<file path="src/rtl/vga_pkg.sv">
// Shared VGA timing defaults for the raster core.
// Default set is 640x480@60 with a 25.175 MHz pixel clock.
package vga_pkg;

  localparam int VGA_H_ACTIVE = 640;
  localparam int VGA_H_FP     = 16;
  localparam int VGA_H_SYNC   = 96;
  localparam int VGA_H_BP     = 48;
  localparam int VGA_V_ACTIVE = 480;
  localparam int VGA_V_FP     = 10;
  localparam int VGA_V_SYNC   = 2;
  localparam int VGA_V_BP     = 33;
  localparam int VGA_CNT_MAX  = 1024;

  function automatic int vga_total(
    input int a,
    input int fp,
    input int s,
    input int bp
  );
    return a + fp + s + bp;
  endfunction

endpackage

</file>
<file path="src/rtl/vga_delay_line.sv">
// Shift-enabled delay line carrying sync/active flags to meet the RGB path.
// DEPTH of zero degenerates to a plain wire.
module vga_delay_line #(
  parameter int WIDTH = 3,
  parameter int DEPTH = 1
) (
  input  logic             clk,
  input  logic             rst_n,
  input  logic             shift,
  input  logic [WIDTH-1:0] d,
  output logic [WIDTH-1:0] q
);

  if (DEPTH == 0) begin : g_wire
    logic unused;
    assign unused = ^{clk, rst_n, shift};
    assign q = d;
  end else begin : g_sr
    logic [WIDTH-1:0] sr [DEPTH];

    always_ff @(posedge clk) begin
      if (!rst_n) begin
        for (int i = 0; i < DEPTH; i++) sr[i] <= '0;
      end else if (shift) begin
        sr[0] <= d;
        for (int i = 1; i < DEPTH; i++) sr[i] <= sr[i-1];
      end
    end

    assign q = sr[DEPTH-1];
  end

endmodule

</file>
<file path="src/rtl/vga_timing_core.sv">
// Parametrised VGA raster generator with render-latency alignment.
// Emits x/y and strobes, re-times sync with returned RGB and blanks it.
module vga_timing_core
  import vga_pkg::*;
#(
  parameter int H_ACTIVE   = VGA_H_ACTIVE,
  parameter int H_FP       = VGA_H_FP,
  parameter int H_SYNC     = VGA_H_SYNC,
  parameter int H_BP       = VGA_H_BP,
  parameter int V_ACTIVE   = VGA_V_ACTIVE,
  parameter int V_FP       = VGA_V_FP,
  parameter int V_SYNC     = VGA_V_SYNC,
  parameter int V_BP       = VGA_V_BP,
  parameter bit HS_POL     = 1'b0,
  parameter bit VS_POL     = 1'b0,
  parameter int COLOR_BITS = 4,
  parameter int CLK_DIV    = 1,
  parameter int PIPE_LAT   = 1
) (
  input  logic                    clk,
  input  logic                    rst_n,
  input  logic                    ena,
  input  logic [3*COLOR_BITS-1:0] rgb_in,
  output logic [9:0]              x,
  output logic [9:0]              y,
  output logic                    pix_tick,
  output logic                    active,
  output logic                    line_start,
  output logic                    frame_start,
  output logic [COLOR_BITS-1:0]   r,
  output logic [COLOR_BITS-1:0]   g,
  output logic [COLOR_BITS-1:0]   b,
  output logic                    hs,
  output logic                    vs
);

  localparam int H_TOTAL = vga_total(H_ACTIVE, H_FP, H_SYNC, H_BP);
  localparam int V_TOTAL = vga_total(V_ACTIVE, V_FP, V_SYNC, V_BP);
  localparam int CB      = COLOR_BITS;

  if (H_TOTAL > VGA_CNT_MAX || V_TOTAL > VGA_CNT_MAX) begin : g_bad_total
    $error("vga_timing_core: H_TOTAL/V_TOTAL exceed 1024");
  end
  if (CLK_DIV < 1 || CLK_DIV > 4) begin : g_bad_div
    $error("vga_timing_core: CLK_DIV out of 1..4");
  end
  if (PIPE_LAT < 0 || PIPE_LAT > 7) begin : g_bad_lat
    $error("vga_timing_core: PIPE_LAT out of 0..7");
  end

  localparam logic [1:0]  PRE_LAST = 2'(CLK_DIV - 1);
  localparam logic [10:0] H_LAST   = 11'(H_TOTAL - 1);
  localparam logic [10:0] V_LAST   = 11'(V_TOTAL - 1);
  localparam logic [10:0] H_ACT    = 11'(H_ACTIVE);
  localparam logic [10:0] V_ACT    = 11'(V_ACTIVE);
  localparam logic [10:0] HS_ON    = 11'(H_ACTIVE + H_FP);
  localparam logic [10:0] HS_OFF   = 11'(H_ACTIVE + H_FP + H_SYNC);
  localparam logic [10:0] VS_ON    = 11'(V_ACTIVE + V_FP);
  localparam logic [10:0] VS_OFF   = 11'(V_ACTIVE + V_FP + V_SYNC);

  logic [1:0]  pre;
  logic [9:0]  hcnt;
  logic [9:0]  vcnt;
  logic [10:0] hx;
  logic [10:0] vy;
  logic        h_end;
  logic        v_end;
  logic        hs_raw;
  logic        vs_raw;
  logic        hs_d;
  logic        vs_d;
  logic        act_d;

  assign hx    = {1'b0, hcnt};
  assign vy    = {1'b0, vcnt};
  assign h_end = (hx == H_LAST);
  assign v_end = (vy == V_LAST);

  // Gated by rst_n so CLK_DIV=1 shows no strobe while held in reset.
  assign pix_tick    = rst_n & ena & (pre == PRE_LAST);
  assign active      = (hx < H_ACT) && (vy < V_ACT);
  assign line_start  = pix_tick && (hcnt == '0);
  assign frame_start = line_start && (vcnt == '0);
  assign x           = hcnt;
  assign y           = vcnt;

  assign hs_raw = (hx >= HS_ON) && (hx < HS_OFF);
  assign vs_raw = (vy >= VS_ON) && (vy < VS_OFF);

  always_ff @(posedge clk) begin
    if (!rst_n) begin
      pre  <= '0;
      hcnt <= '0;
      vcnt <= '0;
    end else if (ena) begin
      pre <= (pre == PRE_LAST) ? 2'd0 : pre + 2'd1;
      if (pix_tick) begin
        hcnt <= h_end ? 10'd0 : hcnt + 10'd1;
        if (h_end) vcnt <= v_end ? 10'd0 : vcnt + 10'd1;
      end
    end
  end

  vga_delay_line #(
    .WIDTH(3),
    .DEPTH(PIPE_LAT)
  ) u_dly (
    .clk  (clk),
    .rst_n(rst_n),
    .shift(pix_tick),
    .d    ({hs_raw, vs_raw, active}),
    .q    ({hs_d, vs_d, act_d})
  );

  always_ff @(posedge clk) begin
    if (!rst_n) begin
      r  <= '0;
      g  <= '0;
      b  <= '0;
      hs <= ~HS_POL;
      vs <= ~VS_POL;
    end else if (pix_tick) begin
      r  <= act_d ? rgb_in[3*CB-1 -: CB] : '0;
      g  <= act_d ? rgb_in[2*CB-1 -: CB] : '0;
      b  <= act_d ? rgb_in[CB-1 -: CB]   : '0;
      hs <= hs_d ^ ~HS_POL;
      vs <= vs_d ^ ~VS_POL;
    end
  end

endmodule

</file>
<file path="config.mk">
export PLATFORM = sky130hd
export DESIGN_NAME = vga_timing_core
export DESIGN_NICKNAME = d
export VERILOG_FILES = /design/src/rtl/vga_pkg.sv /design/src/rtl/vga_delay_line.sv /design/src/rtl/vga_timing_core.sv
export SDC_FILE = /design/constraint.sdc
export NUM_CORES = 1
export LEC_CHECK = 0
export CAP_MARGIN = 20
export CORE_ASPECT_RATIO = 0.5
export CORE_UTILIZATION = 42
export CTS_CLUSTER_SIZE = 20
export DETAILED_ROUTE_END_ITERATION = 10
export PLACE_DENSITY = 0.75
export SETUP_SLACK_MARGIN = 0.3
export SLEW_MARGIN = 20
export SYNTH_ARGS = -nofsm -noshare
export SYNTH_HDL_FRONTEND = slang
export SYNTH_SLANG_ARGS = --single-unit
</file>
<file path="constraint.sdc">
create_clock -name clk -period 2.3 [get_ports clk]
set_clock_uncertainty 0.1 [all_clocks]
set_input_delay 0.46 -clock clk [delete_from_list [all_inputs] [get_ports clk]]
set_output_delay 0.46 -clock clk [all_outputs]
set_load 0.005 [all_outputs]
</file>
Yosys cells after proc, flatten, opt, wreduce, memory -nomap -nowiden. Memories as Yosys holds them, arrays and structs flattened. Cells that the tools add are included. W data, S select, Z words.

Flip-flop bits (word level): 36. Bits in writable memories: 3. Input bits: 15. Output and inout port bits: 38. Logic and storage cells: 47. Memories: 1.

Memories: u_dly.g_sr.sr (depth 1, width 3, read ports 1, clocked after memory_dff 0, wr ports 1, RTL line vga_delay_line.sv:19) `logic [WIDTH-1:0] sr [DEPTH];`.

Add/sub/neg operators: 3. $lt $le $gt $ge: 6. Eq/ne operators: 2. Multiplexer cells: 12. Bitwise gates (word level): 4. Reduce and logical (&&, ||, !) cells: 11.

Operator list (count): $add A10 B1 Y10 const B (2); $eq A10 B10 Y1 const B (2); $logic_not A10 Y1 (2); $lt A10 B10 Y1 const B (2); $lt A10 B9 Y1 const B (2); $mux W10 (2); $mux W4 (3); $ge A10 B10 Y1 const B (1); $ge A10 B9 Y1 const B (1); $logic_and A1 B1 Y1 (5); $mux W1 (5); $mux W3 (1); $reduce_and A3 Y1 (1); $reduce_or A3 Y1 (1); $add A2 B1 Y2 const B (1); $and A1 B1 Y1 (2); $logic_not A2 Y1 (1); $mux W2 (1); $not A1 Y1 (2); $reduce_and A2 Y1 (1).

Logic depth before layout (Yosys ltp).
Depth after elaboration: 7. Depth in mapped cells: 8. Gate-level depth less buffers: 7.

Cells and area by module. From an unflattened synthesis, not the netlist that was laid out.

Cell total of the unflattened synthesis: 186. Area, all modules: 1771.7 um2.

By module, submodules not included: vga_timing_core (times used 1, cells each 179, area each 1656.6 um2, seq. area each 720.7 um2); vga_delay_line (times used 1, cells each 7, area each 115.1 um2, seq. area each 90.1 um2).

Worst setup path before layout. No wires, ideal clock.

Path type: register to register. Start: register hcnt[5] (netlist: x[5]). End: register vcnt[5] (netlist: y[5]). Library setup time: 0.071 ns. Arrival: 2.029 ns. Required time: 2.129 ns. Slack: 0.100 ns. Stages on the path, launching flop included: 6. Path buffers: 1. Clock period less this slack: 2.200 ns. Cells stage by stage: dfxtp_1 or3_4 or4_4 buf_6 or4_1 a21oi_1.

Word-level cells in the longest chain between the ends: 2.

RTL lines: start, declared (RTL line vga_timing_core.sv:62) `logic [9:0] hcnt;`; start signal, assigned (RTL line vga_timing_core.sv:98) `hcnt <= h_end ? 10'd0 : hcnt + 10'd1;`; $eq A10 B10 Y1 (RTL line vga_timing_core.sv:76) `assign h_end = (hx == H_LAST);`; $reduce_and A3 Y1 (no line); end signal, assigned (RTL line vga_timing_core.sv:99) `if (h_end) vcnt <= v_end ? 10'd0 : vcnt + 10'd1;`; end, declared (RTL line vga_timing_core.sv:63) `logic [9:0] vcnt;`.

No other way between the ends. A chain may end at the register's enable or synchronous reset.

Final worst setup path.
Start: register hcnt[6] (netlist: x[6]). End: output frame_start.

Word-level cells in the longest chain between the ends: 3.

RTL lines: $logic_not A10 Y1 (RTL line vga_timing_core.sv:82) `assign line_start = pix_tick && (hcnt == '0);`; $logic_and A1 B1 Y1 (RTL line vga_timing_core.sv:82); $logic_and A1 B1 Y1 (RTL line vga_timing_core.sv:83) `assign frame_start = line_start && (vcnt == '0);`; end, declared (RTL line vga_timing_core.sv:29) `output logic frame_start,`.

No other way between the ends.

==> summary.md <==
| Metric | Value |
|---|---|
| Grt met3 use | 6.075% |
| Finish-stage setup viols | 1 |
| Failing checks | setup timing |
| Gr usage total | roughly a quarter |
| H-tree levels | 2 |
| Initial antenna violation count | 0 |
| Pin count of the biggest net entering global routing | 26 |
| Met2 usage | about two fifths |
| Rows | 16 |
| Reg-to-reg startpoint | x[6] |
| Post-synthesis adder-cell area fraction | ~4% |
| Top_reg_cell synth | dfxtp_1 |
| Hold WS | approximately 0.37 ns |
| Drt total wl | between 5 and 6 mm |
| WP data required | 1.74 ns |
| Die ar. | 4667 um^2 |
| Initial DRC count | 89 |
| Tmin final | approximately 2.3 ns |
| Period Utilization, post-route | 100.7% |
| Area share of and/or/nand/nor cells after synthesis | between 20 and 30% |
| Worst-path maximum fanout | 2 |
| Share of the synthesized area in the top cell type | about 40% |
| Max-Cap Viols | 0 |
| Slowest CP cell | or3_4 |
| Area leader, netlist | dfxtp_1 |
| Power Density | between 400 and 500 nW/um^2 |
| Fraction of layout cells with a size suffix above 1 | between 20 and 25% |
| WL/cell | around 15 um |
| Compound-gate portion of the synthesized area | 13.80% |
| Final core utilization | 69.80% |
| Worst setup margin | -0.01499 ns |
| Worst-Skew Late Latency | between 0.2 and 0.3 ns |
| RSZ-0062 raised after global routing | true |
| Routability congestion estimate from global placement | 0.8444 |
| Avg Inst Size Synth | 8.723 um^2 |
| Post-Synth XOR/XNOR Area | under 10% |
| Gr busiest metal | met2 |
| Startpoint types | flop |
| Multiplexer share of the synthesized area | under 10% |
| Initial Util | 45.51% |
| Num Clock Sinks | 39 |
| Drt pass-1 iters | 4 |
| Main combinational cell family by area after synthesis | simple AND/OR/NAND/NOR gates |
| Max Root-Sink Buffers | 2 |
| Post-Synthesis Cells | 211 |
| Fin cells | 349 |
| Count leader, synth | dfxtp_1 |
| Crit-path max cell delay | ~0.39 ns |
| Cells after DPL | 330 |
| CP startpoint | x[6] |
| Fmax achieved | around 0.43 GHz |
| Total Nets Final | between 300 and 400 |
| Leak | slightly above 1 nW |
| Synth Cell Area | around 1800 um^2 |
| Final hold viol count | 0 |
| Syn Nets | about 230 |
| TritonCTS clock tree | built |
| Met1 Track Usage GR | around 28% |
| Setup CP Type | flop to primary output |
| Number of synthesized flops with an enable pin | 3 |
| Area grow syn2layout | 53.37% |
| TritonCTS buffer count | 5 |
| YS warnings | 0 |
| Async SR Flop Fraction | 0% |
| Die Width | between 90 and 100 um |
| Register bit total from synthesis | 39 |
| First-pass GRT wire length | around 8.3 mm |
| Residual DRC | 0 |
| Max Slew Vio Count | 0 |
| Setup TNS | -0.01499 ns |
| Slew margin rel. | around 74% |
| Port Buffer Count | 52 |
| Synth unique cells | 34 |
| Area contributors post-synth | dfxtp_1 39%, a21boi_0 6.1%, nand3_1 5.7%, nand2_1 5.5%, edfxtp_1 4.9% |
| Routed Antenna Nets | 0 |
| Root Driver | clkbuf_8 |
| Clock transition at path regs | approximately 0.080 ns |
| CP cell instances | or3_4 -> nor4_4 -> nor4b_4 -> and4_1 -> buf_2 |
| Outcome | complete, but fails checks |
| Core area | a little over 4000 um^2 |
| Vias per inst | 5.418 |
| VDD IR max | 0.2332 mV |
| Worst Hold Launch | u_dly.g_sr.sr[0][2] |
| Hold-fix buffers at CTS | 0 |
| CP Capture Type | primary output |
| IO Count | 53 |
| GRT overflow | 0 |
| Final antenna diode count | 0 |
| Post-synthesis sequential area ratio | between 40 and 50% |
| Die Height | approximately 49 um |
| Commonest cells in the netlist | 36 x dfxtp_1, 27 x nand2_1, 21 x nand3_1, 15 x a21boi_0 |
| Crit path arrival time | ~1.8 ns |
| Post-DP HPWL | 3.470 mm |
| Total power | about 1.3 mW |
| Vias in the first global route | between 1500 and 2000 |
| Routed vias | approximately 1900 |
| Slew at the pin closest to its max-slew limit | between 0.3 and 0.4 ns |
| Type of the most critical hold path | flop to flop |
registers in the layout, indices dropped and copies added, names as in the netlist:
name / cells
y: 10
u_dly.g_sr.sr: 3
vs: 1
x: 10
hs: 1
g: 4
r: 4
b: 4
pre: 2
kinds of logic (layout without fill, tap and decap cells):
group,Yosys count,in the layout
adders and majority gates,6,6
xor gates and xnor gates,8,8
buffers and inverters,18,100
and+or+nand+nor,100,102
AOI/OAI and AO/OA,38,38
DFF,39,39
muxes,2,2
layer usage:
metal,wire length (um),vias to the layer above
met5,0,-
li1,-,927
met4,49,0
met1,2306,896
met3,336,4
met2,2549,64
layout by cell type (no fill, tap or decap), drive strengths merged, types with 3 or more instances in the layout:
master         Yosys  routed
dlygate4sd2        0       3
nor4b              3       3
nor2               8       8
nor4               5       5
clkdlybuf4s50      0      46
or3                5       5
nand2             27      27
o21ai              4       4
nand3             21      21
and2               4       4
ha                 6       6
and3               3       3
inv                9       9
buf                1      34
dfxtp             36      36
o31ai              6       6
a21boi            15      15
clkbuf             8       6
edfxtp             3       3
nand4              6       6
nor3               5       5
nor2b              3       3
xnor2              6       6
a21oi              9       9
or4                7       9
critical path, delay by kind of cell (launching register included):
kind,cells,cell delay (ns)
simple gates,4,1.01
flops,1,0.34
buf+inv,1,0.11
where the power goes:
group	switching (mW)	internal (mW)	leakage [nW]
Sequential	0.00999	0.695	0.329
Clock	0.235	0.212	0.0412
Combinational	0.0612	0.0836	0.642
area by class of cell:
cell class	count	area [um^2]
clock buffers	6	72.57
well taps	54	67.56
flip-flops and latches	39	822.0
fillers	317	1221
repair buffers	83	755.7
multi-input cells	156	1056
clock inverters	2	12.51
inverters	9	36.28
per-stage QoR:
stage,instance area (um^2),setup slack (ns)
5_1_grt,2823,-0.1089
3_5_place_dp,2564,-0.3653
2_1_floorplan,1852,0.1538
6_report,2823,-0.01499
3_3_place_gp,2564,-0.3355
4_1_cts,2754,-0.03026
what timing repair did:
action                                  in CTS  in global routing
cloned                                       2                  0
pin swaps                                    6                  3
endpoints found under the setup margin      20                 21
setup buffers                                4                  5
gates resized for setup                     32                 13
path summary, 6_finish.rpt:
check | to | slack [ns] | cells after the start
worst max-delay path | frame_start | -0.01 | 5
worst max register to register | y[8] | 0.04 | 5
worst min-delay path | hs | 0.37 | 1
worst min register to register | hs | 0.37 | 1
(Power assumes the default switching activity.)
